===== src/rtl/recv_mailbox_arb_if.sv =====
// Producer handshakes and Nios PIO signals of the receive mailbox.
interface recv_mailbox_arb_if;
  logic        req0_valid;
  logic [31:0] req0_data;
  logic        req0_ready;
  logic        req1_valid;
  logic [31:0] req1_data;
  logic        req1_ready;
  logic [7:0]  recv_addr;
  logic [31:0] recv_data;
  logic        pk_pending;

  modport master (
    output req0_valid, req0_data, req1_valid, req1_data, recv_addr,
    input  req0_ready, req1_ready, recv_data, pk_pending
  );

  modport slave (
    input  req0_valid, req0_data, req1_valid, req1_data, recv_addr,
    output req0_ready, req1_ready, recv_data, pk_pending
  );
endinterface


===== src/rtl/recv_mailbox_arb.sv =====
// Two-producer round-robin receive mailbox: circular buffer pushed by
// producers, peeked/popped by the Nios through the recv_addr PIO.
module recv_mailbox_arb #(
  parameter int unsigned DEPTH = 16
) (
  input  logic               clk_clk,
  input  logic               reset_reset_n,
  recv_mailbox_arb_if.slave  bus
);
  localparam int unsigned AW = (DEPTH > 1) ? $clog2(DEPTH) : 1;
  localparam int unsigned CW = AW + 1;

  logic [31:0]   r_mem [DEPTH];
  logic [AW-1:0] r_head;
  logic [AW-1:0] r_tail;
  logic [CW-1:0] r_count;
  logic          r_last;
  logic          r_pop_q;
  logic          r_underflow;
  logic [31:0]   r_recv_data;
  logic          r_pk_pending;

  logic          w_full;
  logic          w_empty;
  logic          w_gnt0;
  logic          w_gnt1;
  logic          w_rdy0;
  logic          w_rdy1;
  logic          w_push;
  logic [31:0]   w_push_data;
  logic          w_pop_req;
  logic          w_pop;
  logic [CW-1:0] w_count_nxt;
  logic [6:0]    w_offset;
  logic [AW-1:0] w_rd_idx;
  logic [31:0]   w_status;
  logic [31:0]   w_rd_mux;

  assign w_full  = (r_count == CW'(DEPTH));
  assign w_empty = (r_count == '0);

  // On a tie the requester that did not win last time is granted.
  assign w_gnt0 = bus.req0_valid & (~bus.req1_valid | r_last);
  assign w_gnt1 = bus.req1_valid & (~bus.req0_valid | ~r_last);

  // Readies are held low while reset is asserted so nothing is accepted.
  assign w_rdy0 = w_gnt0 & ~w_full & reset_reset_n;
  assign w_rdy1 = w_gnt1 & ~w_full & reset_reset_n;

  assign bus.req0_ready = w_rdy0;
  assign bus.req1_ready = w_rdy1;

  assign w_push      = w_rdy0 | w_rdy1;
  assign w_push_data = w_rdy0 ? bus.req0_data : bus.req1_data;

  assign w_pop_req   = bus.recv_addr[7] ^ r_pop_q;
  assign w_pop       = w_pop_req & ~w_empty;
  assign w_count_nxt = r_count + CW'(w_push) - CW'(w_pop);

  assign w_offset = bus.recv_addr[6:0];
  assign w_rd_idx = r_head + w_offset[AW-1:0];
  assign w_status = {r_underflow, w_full, w_empty, 21'd0, 8'(r_count)};

  always_comb begin
    w_rd_mux = '0;
    if (w_offset == 7'h7F) begin
      w_rd_mux = w_status;
    end else if (8'(w_offset) < 8'(r_count)) begin
      w_rd_mux = r_mem[w_rd_idx];
    end
  end

  always_ff @(posedge clk_clk) begin
    if (w_push) begin
      r_mem[r_tail] <= w_push_data;
    end
  end

  always_ff @(posedge clk_clk or negedge reset_reset_n) begin
    if (!reset_reset_n) begin
      r_head       <= '0;
      r_tail       <= '0;
      r_count      <= '0;
      r_last       <= 1'b1;
      r_pop_q      <= 1'b0;
      r_underflow  <= 1'b0;
      r_recv_data  <= '0;
      r_pk_pending <= 1'b0;
    end else begin
      r_pop_q      <= bus.recv_addr[7];
      r_recv_data  <= w_rd_mux;
      r_count      <= w_count_nxt;
      r_pk_pending <= (w_count_nxt != '0);
      if (w_push) begin
        r_tail <= r_tail + AW'(1);
        r_last <= w_rdy1;
      end
      if (w_pop) begin
        r_head <= r_head + AW'(1);
      end
      if (w_pop_req && w_empty) begin
        r_underflow <= 1'b1;
      end
    end
  end

  assign bus.recv_data  = r_recv_data;
  assign bus.pk_pending = r_pk_pending;
endmodule

===== src/flat_wrapper.sv =====
// flat-port wrapper written by rule: the top's interface ports become plain ports
module recv_mailbox_arb_flat 
#(
  parameter int unsigned DEPTH = 16
)
  (clk_clk, reset_reset_n, bus_req0_valid, bus_req0_data, bus_req1_valid, bus_req1_data, bus_recv_addr, bus_req0_ready, bus_req1_ready, bus_recv_data, bus_pk_pending);
  recv_mailbox_arb_if bus_i ();
  input  logic clk_clk;
  input  logic reset_reset_n;
  input wire logic [$bits(bus_i.req0_valid)-1:0] bus_req0_valid;
  input wire logic [$bits(bus_i.req0_data)-1:0] bus_req0_data;
  input wire logic [$bits(bus_i.req1_valid)-1:0] bus_req1_valid;
  input wire logic [$bits(bus_i.req1_data)-1:0] bus_req1_data;
  input wire logic [$bits(bus_i.recv_addr)-1:0] bus_recv_addr;
  output wire logic [$bits(bus_i.req0_ready)-1:0] bus_req0_ready;
  output wire logic [$bits(bus_i.req1_ready)-1:0] bus_req1_ready;
  output wire logic [$bits(bus_i.recv_data)-1:0] bus_recv_data;
  output wire logic [$bits(bus_i.pk_pending)-1:0] bus_pk_pending;
  assign bus_i.req0_valid = bus_req0_valid;
  assign bus_i.req0_data = bus_req0_data;
  assign bus_i.req1_valid = bus_req1_valid;
  assign bus_i.req1_data = bus_req1_data;
  assign bus_i.recv_addr = bus_recv_addr;
  assign bus_req0_ready = bus_i.req0_ready;
  assign bus_req1_ready = bus_i.req1_ready;
  assign bus_recv_data = bus_i.recv_data;
  assign bus_pk_pending = bus_i.pk_pending;
  recv_mailbox_arb #(.DEPTH(DEPTH)) u_core (.clk_clk(clk_clk), .reset_reset_n(reset_reset_n), .bus(bus_i));
endmodule

===== config.mk =====
export PLATFORM = sky130hd
export DESIGN_NAME = recv_mailbox_arb_flat
export DESIGN_NICKNAME = d
export VERILOG_FILES = /design/src/rtl/recv_mailbox_arb_if.sv /design/src/rtl/recv_mailbox_arb.sv /design/src/flat_wrapper.sv
export SDC_FILE = /design/constraint.sdc
export NUM_CORES = 1
export LEC_CHECK = 0
export ABC_AREA = 0
export CORE_MARGIN = 5
export CORE_UTILIZATION = 64
export DETAILED_ROUTE_END_ITERATION = 10
export GPL_ROUTABILITY_DRIVEN = 1
export PLACE_DENSITY = 0.92
export REMOVE_ABC_BUFFERS = 1
export SLEW_MARGIN = 20
export SYNTH_ARGS = -nofsm -noshare
export SYNTH_HDL_FRONTEND = slang
export SYNTH_SLANG_ARGS = --single-unit

===== constraint.sdc =====
create_clock -name clk_clk -period 13.2 [get_ports clk_clk]
set_clock_uncertainty 0.1 [all_clocks]
set_input_delay 2.64 -clock clk_clk [delete_from_list [all_inputs] [get_ports clk_clk]]
set_output_delay 2.64 -clock clk_clk [all_outputs]
set_load 0.02 [all_outputs]

==> metrics.cfg <==
[pwr]
power_leakage_nw = 8.48
switching_share_pct = 31.1
combinationalPowerShare_pct = 34.5
p_clk_share_pct = 26.4
switchingPower_mw = 1.79
p_int_mw = 3.95
p_seq_share_pct = 39.1
power.total_mw = 5.73
cellPowerDensity_nw_per_um2 = 225
ir_drop_mv = 0.394

[global_routing]
grt_overflow = 0
grt_max_degree = 73
grt_antenna_before_repair = 0
grt_pass1_vias = 11600
grt_first_pass_wirelength_mm = 74.2
grt_usage_pct = 26.3

[setup_path]
reg2reg_to = u_core.bus.recv_data[5]$_DFF_PN0_
path_class = in -> out
cp.arrival_ns = 4.97
crit_start = reset_reset_n
start_kind = input port
endpoint_kind = primary output
r2r.worst_path.cells = 8
crit_end = bus_req0_ready
r2r_slack_ns = 8.89
r2r-start = u_core.r_head[0]$_DFFE_PN0P_
path_max_fanout = 50
required_ns = 10.46

[placed_design]
post_dp_cell_area_um2 = 23800
portBuffers = 110
dp_slack_ns = 5.45
place_hpwl_mm = 25.9
gp_congestion = 0.810

[yosys]
synth_seq_area_share_pct = 75.4
synthAdderAreaFrac_pct = 1.21
synth_area_um2 = 22000
ys_ff_latch = 561
synth_simple_gate_area_share_pct = 1.73
async_reset_ff_share_pct = 8.73
synthMuxAreaShare_pct = 17.2
synth_compound_area_share_pct = 2.29
yosysWarnings = 0
synth_top_cell_by_area = edfxtp_1
ys_types = 38
synth_xor_area_share_pct = 0.597
yosysTopAreaCellShare_pct = 69.8
synthFlopType = edfxtp_1
synth_area_per_cell_um2 = 21.6
synth_edf_count = 512
synth_area_leaders = edfxtp_1, mux4_2, dfrtp_1
synth_cells = 1018
synth_top_family_by_area = multiplexers

[sta]
fmax_ghz = 0.130
setup_viol = 0
period_needed_ns = 7.71
max-slew-margin-rel_pct = 23.2
rsz0062_at_grt = no
worst_pin_slew_ns = 1.15
fin_setup_tns_ns = 0
final.period_utilization_pct = 58.4
hold_viol = 0
fin_ws_ns = 5.49
slew_violations = 0

[layout]
num_antenna_cells = 0
area_growth_pct = 15.9
final_net_count = 1252
drive_above_1_share_pct = 24.1
final_cell_mix = edfxtp_1, mux4_2, clkdlybuf4s50_1
final_cell_area_um2 = 25500
layout_commonest_cell = edfxtp_1

[routing]
route.detailed.drc = 0
wl_per_cell_um = 30.1
ant_nets = 0
first_pass_iters = 5
vias_per_cell = 6.66
routed_wl_mm = 49.8
drt-initial-drc-count = 1274
num_vias = 11000

[clock_network]
cts_buffers = 52
cts.sinks = 561
cts-root-buf = clkbuf_16
post-cts-setup-buffers = 0
clkLatencyLatePin_ns = 0.56
clk_pin_slew_ns = 0.06
clk_path_buf_depth = 3
cts_tree = yes
htreeDepth = 2
ctsResizeCount = 0
ctsHoldBuffers = 0

[outcome]
status = finished, final reports clean

[die]
coreArea_um2 = 34300
ios = 111
fp-row-count = 68
dieArea_um2 = 38200
die-height_um = 195
initial_utilization_pct = 64.2
die_w_um = 195

[job]
drv_cap = 0

[min_path]
hold_path_class = reg -> reg
hold_path.startpoint = u_core.r_head[3]$_DFFE_PN0P_

## kinds of logic (layout without fill, tap and decap cells)
logic type | count (synthesis) | after routing
xor+xnor | 15 | 15
fa+ha+maj | 20 | 20
simple gates | 75 | 75
buf+inv | 67 | 248
flops | 561 | 561
compound gates | 72 | 72
mux | 208 | 208
## metal layers
layer / wire length [µm] / vias to the layer above / global-route usage [%]
met1: 18000 / 5705 / 35.4
met2: 26200 / 728 / 45.5
met5: 0 / - / 0
met3: 4260 / 90 / 4.30
li1: - / 4487 / -
met4: 1280 / 0 / 7.19
## synth_stat cells (all sizes together) (4+ instances only)
cell type / instances
inv: 13
a21oi: 4
a211oi: 48
nor2: 14
nand2: 18
mux2: 40
buf: 31
edfxtp: 512
xor2: 7
xnor2: 8
and2: 25
nand2b: 4
nor3: 5
ha: 18
mux4: 128
o21ai: 11
mux2i: 40
dfrtp: 48
a21o: 5
clkbuf: 23
## power groups by stage
stage	Sequential (mW)	Combinational [mW]	Clock, mW
3_3_place_gp	2.26	1.87	0
5_1_grt	2.25	2.11	1.61
6_report	2.24	1.98	1.51
2_1_floorplan	2.29	1.51	0
3_5_place_dp	2.27	1.95	0
4_1_cts	2.24	2.00	1.53
## how the worst min path moves through the flow
| stage | end | slack (ns) | cells after the start |
|---|---|---|---|
| 2_1_floorplan | u_core.r_underflow$_DFFE_PN0P_ | 0.33 | 1 |
| 3_3_place_gp | u_core.r_underflow$_DFFE_PN0P_ | 0.37 | 1 |
| 3_5_place_dp | u_core.r_underflow$_DFFE_PN0P_ | 0.38 | 1 |
| 6_report | u_core.r_head[3]$_DFFE_PN0P_ | 0.39 | 1 |
| 5_1_grt | u_core.r_underflow$_DFFE_PN0P_ | 0.41 | 1 |
| 4_1_cts | u_core.r_underflow$_DFFE_PN0P_ | 0.39 | 1 |
## registers in the layout, indices dropped and copies added, names as in the netlist
name,cells
u_core.r_underflow,1
u_core.r_count,5
u_core.r_mem,512
u_core.r_tail,4
u_core.bus.recv_data,32
u_core.r_head,4
u_core.r_last,1
u_core.r_pop_q,1
u_core.bus.pk_pending,1
## area by class of cell
class	count	area (µm²)
clock buffers	65	1390
repair buffers	138	1310
fillers	1743	8780
flip-flops and latches	561	16600
well taps	455	569
multi-input cells	390	5240
clock inverters	32	350
inverters	13	48.8
## critical path, cell delays in order
cell and delay (ns):
buf_2 0.08, buf_4 0.63, a21boi_0 0.44, nand3_2 0.11
buf_4 0.33, inv_1 0.11, clkdlybuf4s50_1 0.60
## metrics by stage
stage          util [%]  std cells  hold WS (ns)
2_1_floorplan         -        964         0.328
3_3_place_gp       69.3       1557         0.365
3_5_place_dp       69.3       1557         0.383
4_1_cts            74.4       1654         0.386
5_1_grt            74.4       1654         0.407
6_report           74.4       1654         0.391
Power figures use the tool's default switching activity.
